File: src/rtl/ift_stim_sequencer_pkg.sv
// Purpose : shared types and entry layout for the IFT stimulus sequencer.
// Latency : n/a (package only).
// Backpress: n/a.
//
// Holds the default geometry (N_IN, TAINT_W, TIME_W, DEPTH), the bit offsets
// of each field inside a packed table entry, the sequencer state enum, and
// helpers that unpack an entry and turn a dwell field into a counter preload.
// Entry packing, MSB first: {data[N_IN-1:0], taint[N_IN-1] .. taint[0], dwell}.
package ift_stim_pkg;

  localparam int IFT_N_IN    = 2;
  localparam int IFT_TAINT_W = 32;
  localparam int IFT_TIME_W  = 16;
  localparam int IFT_DEPTH   = 16;

  // Field layout inside one table entry.
  localparam int DWELL_LSB   = 0;
  localparam int TAINT_LSB   = DWELL_LSB + IFT_TIME_W;
  localparam int TAINT_TOT_W = IFT_N_IN * IFT_TAINT_W;
  localparam int DATA_LSB    = TAINT_LSB + TAINT_TOT_W;
  localparam int IFT_ENTRY_W = DATA_LSB + IFT_N_IN;

  typedef enum logic [1:0] {
    ST_IDLE = 2'd0,
    ST_RUN  = 2'd1,
    ST_DONE = 2'd2
  } seq_state_e;

  typedef struct packed {
    logic [IFT_N_IN-1:0]    data;
    logic [TAINT_TOT_W-1:0] taint;   // taint[i] lives at [i*TAINT_W +: TAINT_W]
    logic [IFT_TIME_W-1:0]  dwell;
  } entry_t;

  function automatic entry_t unpack_entry(input logic [IFT_ENTRY_W-1:0] raw);
    entry_t e;
    e.data  = raw[DATA_LSB  +: IFT_N_IN];
    e.taint = raw[TAINT_LSB +: TAINT_TOT_W];
    e.dwell = raw[DWELL_LSB +: IFT_TIME_W];
    return e;
  endfunction

  // A dwell of 0 still holds the entry for one cycle, so the counter preload
  // is max(dwell,1)-1.
  function automatic logic [IFT_TIME_W-1:0] hold_preload(input logic [IFT_TIME_W-1:0] dwell);
    return (dwell == '0) ? '0 : dwell - 1'b1;
  endfunction

endpackage

File: src/rtl/ift_stim_sequencer_if.sv
// Purpose : config + stimulus bundle between a config master and the sequencer.
// Latency : n/a (wires only).
// Backpress: none; config writes are strobes, rejected writes flagged by cfg_err.
//
// Signals:
//   cfg_we/cfg_addr/cfg_wdata  table write port
//   cfg_len_we/cfg_len         entry-count write port (1..DEPTH)
//   start/stop/loop            sequence control
//   dut_data/dut_taint         stimulus driven into the DUT under test
//   stim_valid/busy/done       sequencer status
//   cfg_err                    one-cycle pulse on a rejected write or start
//   cur_idx                    index of the entry currently applied
//   obs_taint/obs_acc          observed DUT taint and its accumulated OR
// modport master = bench / config master side, slave = sequencer side.
interface ift_stim_sequencer_if
  import ift_stim_pkg::*;
#(
  parameter int N_IN    = IFT_N_IN,
  parameter int TAINT_W = IFT_TAINT_W,
  parameter int TIME_W  = IFT_TIME_W,
  parameter int DEPTH   = IFT_DEPTH
);
  localparam int IDX_W   = $clog2(DEPTH);
  localparam int ENTRY_W = N_IN + N_IN * TAINT_W + TIME_W;

  logic                    cfg_we;
  logic [IDX_W-1:0]        cfg_addr;
  logic [ENTRY_W-1:0]      cfg_wdata;
  logic                    cfg_len_we;
  logic [IDX_W:0]          cfg_len;
  logic                    start;
  logic                    stop;
  logic                    loop;
  logic [N_IN-1:0]         dut_data;
  logic [N_IN*TAINT_W-1:0] dut_taint;
  logic                    stim_valid;
  logic                    busy;
  logic                    done;
  logic                    cfg_err;
  logic [IDX_W-1:0]        cur_idx;
  logic [TAINT_W-1:0]      obs_taint;
  logic [TAINT_W-1:0]      obs_acc;

  modport master (
    output cfg_we, cfg_addr, cfg_wdata, cfg_len_we, cfg_len,
    output start, stop, loop, obs_taint,
    input  dut_data, dut_taint, stim_valid, busy, done, cfg_err, cur_idx, obs_acc
  );

  modport slave (
    input  cfg_we, cfg_addr, cfg_wdata, cfg_len_we, cfg_len,
    input  start, stop, loop, obs_taint,
    output dut_data, dut_taint, stim_valid, busy, done, cfg_err, cur_idx, obs_acc
  );

endinterface

File: src/rtl/ift_stim_sequencer_dwell_timer.sv
// Purpose : loadable TIME_W-bit down-counter that marks the last dwell cycle.
// Latency : expire_o reflects the registered count (1 cycle after load_i).
// Backpress: none; load_i always wins over counting.
//
// Ports: clk, rst (sync, active-high), load_i/value_i preload, expire_o high
// while the count is 0. The count parks at 0 rather than wrapping.
module ift_dwell_timer #(
  parameter int TIME_W = 16
) (
  input  logic              clk,
  input  logic              rst,
  input  logic              load_i,
  input  logic [TIME_W-1:0] value_i,
  output logic              expire_o
);

  logic [TIME_W-1:0] cnt_q;

  always_ff @(posedge clk) begin
    if (rst) begin
      cnt_q <= '0;
    end else if (load_i) begin
      cnt_q <= value_i;
    end else if (cnt_q != '0) begin
      cnt_q <= cnt_q - 1'b1;
    end
  end

  assign expire_o = (cnt_q == '0);

endmodule

File: src/rtl/ift_stim_sequencer.sv
// Purpose : replays a programmed table of {data, taint, dwell} entries into a DUT.
// Latency : start -> entry 0 on the outputs 1 cycle later; entries back to back.
// Backpress: none; config writes while running are dropped and flagged on cfg_err.
//
// Ports: clk, rst (synchronous, active-high) plus the slave side of
// ift_stim_sequencer_if (config/table writes, start/stop/loop, stimulus and
// status outputs, obs_taint/obs_acc). All outputs are registered.
// Optional feature macro IFT_STIM_OBSERVE_EN: when defined, obs_acc ORs in
// obs_taint on the final cycle of every entry; otherwise obs_acc is 0.
// Geometry parameters must match the ift_stim_pkg defaults, since the entry
// layout helpers live in the package.
module ift_stim_sequencer
  import ift_stim_pkg::*;
#(
  parameter int N_IN    = IFT_N_IN,
  parameter int TAINT_W = IFT_TAINT_W,
  parameter int TIME_W  = IFT_TIME_W,
  parameter int DEPTH   = IFT_DEPTH
) (
  input  logic               clk,
  input  logic               rst,
  ift_stim_sequencer_if.slave io
);

  localparam int IDX_W   = $clog2(DEPTH);
  localparam int LEN_W   = IDX_W + 1;
  localparam int ENTRY_W = N_IN + N_IN * TAINT_W + TIME_W;

  // ---------------------------------------------------------------- state
  seq_state_e              state_q;
  logic [IDX_W-1:0]        idx_q;
  logic [N_IN-1:0]         data_q;
  logic [N_IN*TAINT_W-1:0] taint_q;
  logic                    vld_q;
  logic                    busy_q;
  logic                    done_q;
  logic                    err_q;
  logic [LEN_W-1:0]        len_q;

  // Table storage: intentionally not reset so contents survive rst.
  logic [ENTRY_W-1:0]      tbl_q [DEPTH];

  // ---------------------------------------------------------------- decode
  logic             to_idle;
  logic             start_go;
  logic             start_err;
  logic             adv_go;
  logic             finish_go;
  logic [IDX_W-1:0] idx_d;
  logic [LEN_W-1:0] len_m1;
  logic [IDX_W-1:0] last_idx;
  logic             len_ok;
  logic             cfg_req;
  logic             cfg_ok;
  entry_t           nxt_entry;
  logic             tmr_load;
  logic [TIME_W-1:0] tmr_value;
  logic             tmr_expire;

  assign len_m1   = len_q - 1'b1;
  assign last_idx = len_m1[IDX_W-1:0];
  assign len_ok   = (io.cfg_len != '0) && (io.cfg_len <= LEN_W'(DEPTH));
  assign cfg_req  = io.cfg_we || io.cfg_len_we;
  // A bad length poisons the whole cycle's write, including a paired table write.
  assign cfg_ok   = (state_q != ST_RUN) && !(io.cfg_len_we && !len_ok);

  always_comb begin
    to_idle   = 1'b0;
    start_go  = 1'b0;
    start_err = 1'b0;
    adv_go    = 1'b0;
    finish_go = 1'b0;
    idx_d     = idx_q;
    // stop outranks both start and an entry advance in the same cycle
    if (io.stop && (state_q != ST_IDLE)) begin
      to_idle = 1'b1;
    end else if (state_q == ST_RUN) begin
      if (tmr_expire) begin
        if (idx_q == last_idx) begin
          // loop only matters at the last-entry boundary
          if (io.loop) begin
            adv_go = 1'b1;
            idx_d  = '0;
          end else begin
            finish_go = 1'b1;
          end
        end else begin
          adv_go = 1'b1;
          idx_d  = idx_q + 1'b1;
        end
      end
    end else if (io.start) begin
      if (len_q != '0) begin
        start_go = 1'b1;
        idx_d    = '0;
      end else begin
        start_err = 1'b1;
      end
    end
  end

  assign nxt_entry = unpack_entry(tbl_q[idx_d]);
  assign tmr_load  = start_go || adv_go;
  assign tmr_value = hold_preload(nxt_entry.dwell);

  ift_dwell_timer #(
    .TIME_W (TIME_W)
  ) u_dwell_timer (
    .clk      (clk),
    .rst      (rst),
    .load_i   (tmr_load),
    .value_i  (tmr_value),
    .expire_o (tmr_expire)
  );

  // ---------------------------------------------------------------- table
  always_ff @(posedge clk) begin
    if (io.cfg_we && cfg_ok) begin
      tbl_q[io.cfg_addr] <= io.cfg_wdata;
    end
  end

  // ---------------------------------------------------------------- FSM
  always_ff @(posedge clk) begin
    if (rst) begin
      state_q <= ST_IDLE;
      idx_q   <= '0;
      data_q  <= '0;
      taint_q <= '0;
      vld_q   <= 1'b0;
      busy_q  <= 1'b0;
      done_q  <= 1'b0;
      err_q   <= 1'b0;
      len_q   <= '0;
    end else begin
      err_q <= (cfg_req && !cfg_ok) || start_err;
      if (io.cfg_len_we && cfg_ok) begin
        len_q <= io.cfg_len;
      end
      if (to_idle) begin
        state_q <= ST_IDLE;
        idx_q   <= '0;
        data_q  <= '0;
        taint_q <= '0;
        vld_q   <= 1'b0;
        busy_q  <= 1'b0;
        done_q  <= 1'b0;
      end else if (start_go || adv_go) begin
        state_q <= ST_RUN;
        idx_q   <= idx_d;
        data_q  <= nxt_entry.data;
        taint_q <= nxt_entry.taint;
        vld_q   <= 1'b1;
        busy_q  <= 1'b1;
        done_q  <= 1'b0;
      end else if (finish_go) begin
        // last entry stays on the outputs while parked in DONE
        state_q <= ST_DONE;
        busy_q  <= 1'b0;
        done_q  <= 1'b1;
      end
    end
  end

  // ---------------------------------------------------------------- observe
`ifdef IFT_STIM_OBSERVE_EN
  logic [TAINT_W-1:0] obs_acc_q;

  always_ff @(posedge clk) begin
    if (rst) begin
      obs_acc_q <= '0;
    end else if (start_go) begin
      obs_acc_q <= '0;
    end else if ((state_q == ST_RUN) && tmr_expire) begin
      obs_acc_q <= obs_acc_q | io.obs_taint;
    end
  end

  assign io.obs_acc = obs_acc_q;
`else
  logic unused_obs_taint;
  assign unused_obs_taint = ^io.obs_taint;
  assign io.obs_acc       = '0;
`endif

  // ---------------------------------------------------------------- outputs
  assign io.dut_data   = data_q;
  assign io.dut_taint  = taint_q;
  assign io.stim_valid = vld_q;
  assign io.busy       = busy_q;
  assign io.done       = done_q;
  assign io.cfg_err    = err_q;
  assign io.cur_idx    = idx_q;

endmodule

File: src/flat_wrapper.sv
// flat-port wrapper written by rule: the top's interface ports become plain ports
module ift_stim_sequencer_flat import ift_stim_pkg::*;
#(
  parameter int N_IN    = IFT_N_IN,
  parameter int TAINT_W = IFT_TAINT_W,
  parameter int TIME_W  = IFT_TIME_W,
  parameter int DEPTH   = IFT_DEPTH
)
  (clk, rst, io_cfg_we, io_cfg_addr, io_cfg_wdata, io_cfg_len_we, io_cfg_len, io_start, io_stop, io_loop, io_obs_taint, io_dut_data, io_dut_taint, io_stim_valid, io_busy, io_done, io_cfg_err, io_cur_idx, io_obs_acc);
  ift_stim_sequencer_if #(.N_IN(N_IN), .TAINT_W(TAINT_W), .TIME_W(TIME_W), .DEPTH(DEPTH)) io_i ();
  input  logic clk;
  input  logic rst;
  input wire logic [$bits(io_i.cfg_we)-1:0] io_cfg_we;
  input wire logic [$bits(io_i.cfg_addr)-1:0] io_cfg_addr;
  input wire logic [$bits(io_i.cfg_wdata)-1:0] io_cfg_wdata;
  input wire logic [$bits(io_i.cfg_len_we)-1:0] io_cfg_len_we;
  input wire logic [$bits(io_i.cfg_len)-1:0] io_cfg_len;
  input wire logic [$bits(io_i.start)-1:0] io_start;
  input wire logic [$bits(io_i.stop)-1:0] io_stop;
  input wire logic [$bits(io_i.loop)-1:0] io_loop;
  input wire logic [$bits(io_i.obs_taint)-1:0] io_obs_taint;
  output wire logic [$bits(io_i.dut_data)-1:0] io_dut_data;
  output wire logic [$bits(io_i.dut_taint)-1:0] io_dut_taint;
  output wire logic [$bits(io_i.stim_valid)-1:0] io_stim_valid;
  output wire logic [$bits(io_i.busy)-1:0] io_busy;
  output wire logic [$bits(io_i.done)-1:0] io_done;
  output wire logic [$bits(io_i.cfg_err)-1:0] io_cfg_err;
  output wire logic [$bits(io_i.cur_idx)-1:0] io_cur_idx;
  output wire logic [$bits(io_i.obs_acc)-1:0] io_obs_acc;
  assign io_i.cfg_we = io_cfg_we;
  assign io_i.cfg_addr = io_cfg_addr;
  assign io_i.cfg_wdata = io_cfg_wdata;
  assign io_i.cfg_len_we = io_cfg_len_we;
  assign io_i.cfg_len = io_cfg_len;
  assign io_i.start = io_start;
  assign io_i.stop = io_stop;
  assign io_i.loop = io_loop;
  assign io_i.obs_taint = io_obs_taint;
  assign io_dut_data = io_i.dut_data;
  assign io_dut_taint = io_i.dut_taint;
  assign io_stim_valid = io_i.stim_valid;
  assign io_busy = io_i.busy;
  assign io_done = io_i.done;
  assign io_cfg_err = io_i.cfg_err;
  assign io_cur_idx = io_i.cur_idx;
  assign io_obs_acc = io_i.obs_acc;
  ift_stim_sequencer #(.N_IN(N_IN), .TAINT_W(TAINT_W), .TIME_W(TIME_W), .DEPTH(DEPTH)) u_core (.clk(clk), .rst(rst), .io(io_i));
endmodule
File: config.mk
export PLATFORM = sky130hd
export DESIGN_NAME = ift_stim_sequencer_flat
export DESIGN_NICKNAME = d
export VERILOG_FILES = /design/src/rtl/ift_stim_sequencer_pkg.sv /design/src/rtl/ift_stim_sequencer_if.sv /design/src/rtl/ift_stim_sequencer_dwell_timer.sv /design/src/rtl/ift_stim_sequencer.sv /design/src/flat_wrapper.sv
export SDC_FILE = /design/constraint.sdc
export NUM_CORES = 2
export LEC_CHECK = 0
export BUFFER_PORTS_ARGS = -buffer_cell sky130_fd_sc_hd__buf_4
export CORE_MARGIN = 1
export CORE_UTILIZATION = 58
export DETAILED_ROUTE_END_ITERATION = 10
export HOLD_SLACK_MARGIN = 0.1
export PLACE_DENSITY = 0.76
export SETUP_SLACK_MARGIN = 0.1
export SYNTH_ARGS = -nofsm -noshare
export SYNTH_HDL_FRONTEND = slang
export SYNTH_HIERARCHICAL = 1
export SYNTH_SLANG_ARGS = --single-unit
File: constraint.sdc
create_clock -name clk -period 8.4 [get_ports clk]
set_input_delay 0 -clock clk [delete_from_list [all_inputs] [get_ports clk]]
set_output_delay 0 -clock clk [all_outputs]
set_load 0.02 [all_outputs]
==> reports/metrics.csv <==
metric,value,unit
Max-Slew Margin vs Limit,20.5,%
max-cap viol count,0,
Seq cells post-synth,1407,
total grt overflow,0,
"Min Clock Period, post-route",7.17,ns
latest clock arrival within the worst-skew pair,0.76,ns
count of buffers from port buffering,171,
CTS buffer count,140,
Mapped Area,0.0564,mm²
"EDFF count, synth",1312,
vias per cell,6.20,
Die X,314,µm
Yosys warning count,6,
post-route setup slack,1.23,ns
Leak Pwr,22.6,nW
H-tree levels,4,
top cell type's share of synthesized area,69.9,%
flop-to-flop setup slack,1.23,ns
WHS,0.112,ns
nets,4802,
GRT Total Usage,29.1,%
Die ar.,0.0984,mm²
Worst EP required,9.03,ns
Crit Reg-Reg Endpoint,u_core/u_dwell_timer/cnt_q[13]$_SDFFE_PP0P_,
Final HPWL DP,69.0,mm
dpl ws,1.39,ns
power density cells,234,mW/mm²
Routed Antenna Nets,0,
HP Start,io_cfg_wdata[68],
status,finished clean,
final hold vios,0,
Area contributors post-synth,"edfxtp_1, nand2_1, nand3_1",
ys flop type,edfxtp_1,
CTS tree,done,
Final Max Tran Viols,0,
Setup Total Neg Slack,0,ns
drt initial violations,5083,
worst path arrival time,7.80,ns
clock slew at reported path FFs,0.06,ns
VDD IR-drop max,0.000199,V
Syn Area/Cell,12.8,µm²
CTS Buffer Depth,3,
fill count,6519,
initial antenna violation count,10,
core box area,0.0956,mm²
CTS Sinks,1407,
Worst Reg2Reg Path Length in Cells,21,
Worst-Margin Slew,1.19,ns
Die Ht,314,µm
reg2reg start,u_core/u_dwell_timer/cnt_q[0]$_SDFFE_PP0P_,
io pins,236,
# DRC,0,
min-delay worst type,primary input to flop,
layout cells sized above 1,10.3,%
total power,15.1,mW
Avg WL per Cell,23.9,µm
GP Congestion,0.785,
Setup Skew,0.0307,ns
Worst Setup EP,u_core/u_dwell_timer/cnt_q[13]$_SDFFE_PP0P_,
post-CTS setup buffer count,0,
Initial Util,59.0,%
clock root cell,clkbuf_16,
Mapped Cells,4417,
Setup Viol. Count Final,0,
RSZ-0062 raised after global routing,false,
router iterations before antenna repair,6,
largest net degree at the start of global routing,190,
global-route wire length before repair,216,mm
CP Launch Type,flop,
asr flop ratio synth,0,%
vias in the first global route,35854,
Cell variety after synth,92,
critical path class,flop to flop,
fmax,139,MHz
critical path startpoint,u_core/u_dwell_timer/cnt_q[0]$_SDFFE_PP0P_,
crit path max fanout,41,
"area leader, netlist",edfxtp_1,
fin crit share,85.4,%
Inst Count DP,5635,
sequential fraction of the synthesis area,73.3,%
CP Capture Type,flop,
Site Rows,113,
total number of vias,37502,
Post-Layout Cell Count,6050,
Area Overhead vs Synth,14.5,%
Routed WL,145,mm
-- critical path: stages, from the launching register on --
cell and delay (ns):
dfxtp_1 0.33, inv_1 0.08, ha_1 0.20, or3b_2 0.53
or4_4 0.59, nor2_1 0.33, and4bb_2 0.37, a41oi_2 0.10
a32oi_1 0.55, nand3_4 0.66, nor3_2 0.67, a32oi_1 0.18
and4_1 0.27, inv_1 0.07, ha_1 0.18, inv_1 0.07
nor3b_1 0.42, nand3_2 0.23, nor3_2 0.57, a21oi_1 0.19
a221oi_1 0.33, nor3_1 0.09
-- worst min-delay path by stage --
stage	endpoint	slack [ns]	cells after the start
after global routing	u_core/tbl_q[5][68]$_DFFE_PP_	0.11	2
after floorplan	u_core/len_q[0]$_SDFFE_PP0P_	0.07	1
final	u_core/tbl_q[5][68]$_DFFE_PP_	0.11	2
after detailed placement	u_core/len_q[1]$_SDFFE_PP0P_	0.26	3
after CTS	u_core/tbl_q[5][11]$_DFFE_PP_	0.10	2
after global placement	u_core/len_q[3]$_SDFFE_PP0P_	0.25	3
-- cell usage after synthesis, types with 13 or more instances --
cell type / instances
a21oi_1: 156
a22oi_1: 19
a311oi_1: 67
a31oi_1: 71
a32oi_1: 15
and3_1: 141
buf_1: 33
buf_2: 86
buf_4: 40
clkbuf_1: 153
dfxtp_1: 95
edfxtp_1: 1312
inv_1: 13
mux2i_1: 55
nand2_1: 1298
nand3_1: 550
nand4_1: 18
nor2_1: 54
nor3_1: 16
o21ai_0: 18
o31a_1: 14
xnor2_1: 13
-- sequential cells by signal (all words and copies together) (netlist names), 2 cells and up --
name,cells
u_core/tbl_q,1312
u_core/u_dwell_timer/cnt_q,16
u_core/io.dut_data,2
u_core/len_q,5
u_core/io.dut_taint,64
u_core/io.cur_idx,4
-- what timing repair did --
item / CTS / global route
setup endpoints to repair: 0 / 0
gates resized for setup: 0 / 0
hold buffers: 156 / 0
hold endpoints to repair: 1464 / 0
-- power by group --
group	switching, mW	internal, mW	total [mW]
Combinational	0.817	0.424	1.24
Sequential	0.0888	7.81	7.90
Clock	2.59	3.37	5.96
Total	3.49	11.6	15.1
-- cell usage in the layout (no fill, tap or decap), types with 18 or more instances in the layout --
master / count
o21ai_0: 18
clkinv_1: 20
and3_1: 141
nor2_1: 42
a21oi_1: 156
buf_4: 233
clkbuf_16: 143
edfxtp_1: 1312
nand4_1: 18
a311oi_1: 67
dlygate4sd3_1: 156
conb_1: 32
nand2_1: 1298
mux2i_1: 55
dfxtp_1: 95
clkbuf_1: 49
nand3_1: 550
a22oi_1: 19
a31oi_1: 71
-- final cells by class --
| type | count | area, µm² | share of cell area (%) |
|---|---|---|---|
| clock buffer | 202 | 3900 | 6.04 |
| inverter | 14 | 55.1 | 0.0853 |
| tap | 1265 | 1580 | 2.45 |
| timing repair buffer | 395 | 3430 | 5.32 |
| sequential | 1407 | 41300 | 64.0 |
| multi-input combinational | 2710 | 13800 | 21.4 |
| antenna | 4 | 10.0 | 0.0155 |
| clock inverter | 53 | 459 | 0.711 |
-- per-stage QoR --
stage,area (µm²),utilization [%]
finish,64500,67.5
detailed placement,58600,61.3
global placement,58600,61.3
floorplan,56500,-
CTS,64500,67.5
global route,64500,67.5
-- logic make-up after synthesis --
group	after synthesis	share of synthesized area, %
xor+xnor	23	0.386
fa+ha+maj	4	0.0888
mux	66	1.26
buf+inv	331	2.73
simple gates	2143	16.9
flops	1407	73.3
compound gates	442	5.34
other cells	1	0.00665
-- routing by layer --
metal  GRT usage (%)  wire length, µm  part of all wire [%]
met5               0               65                 0.045
met3            5.40            15600                    11
met4            9.62             3950                   2.7
met2            46.7            69100                    48
met1            40.6            56100                    39
Note: power is estimated with default switching activity, not from simulation.
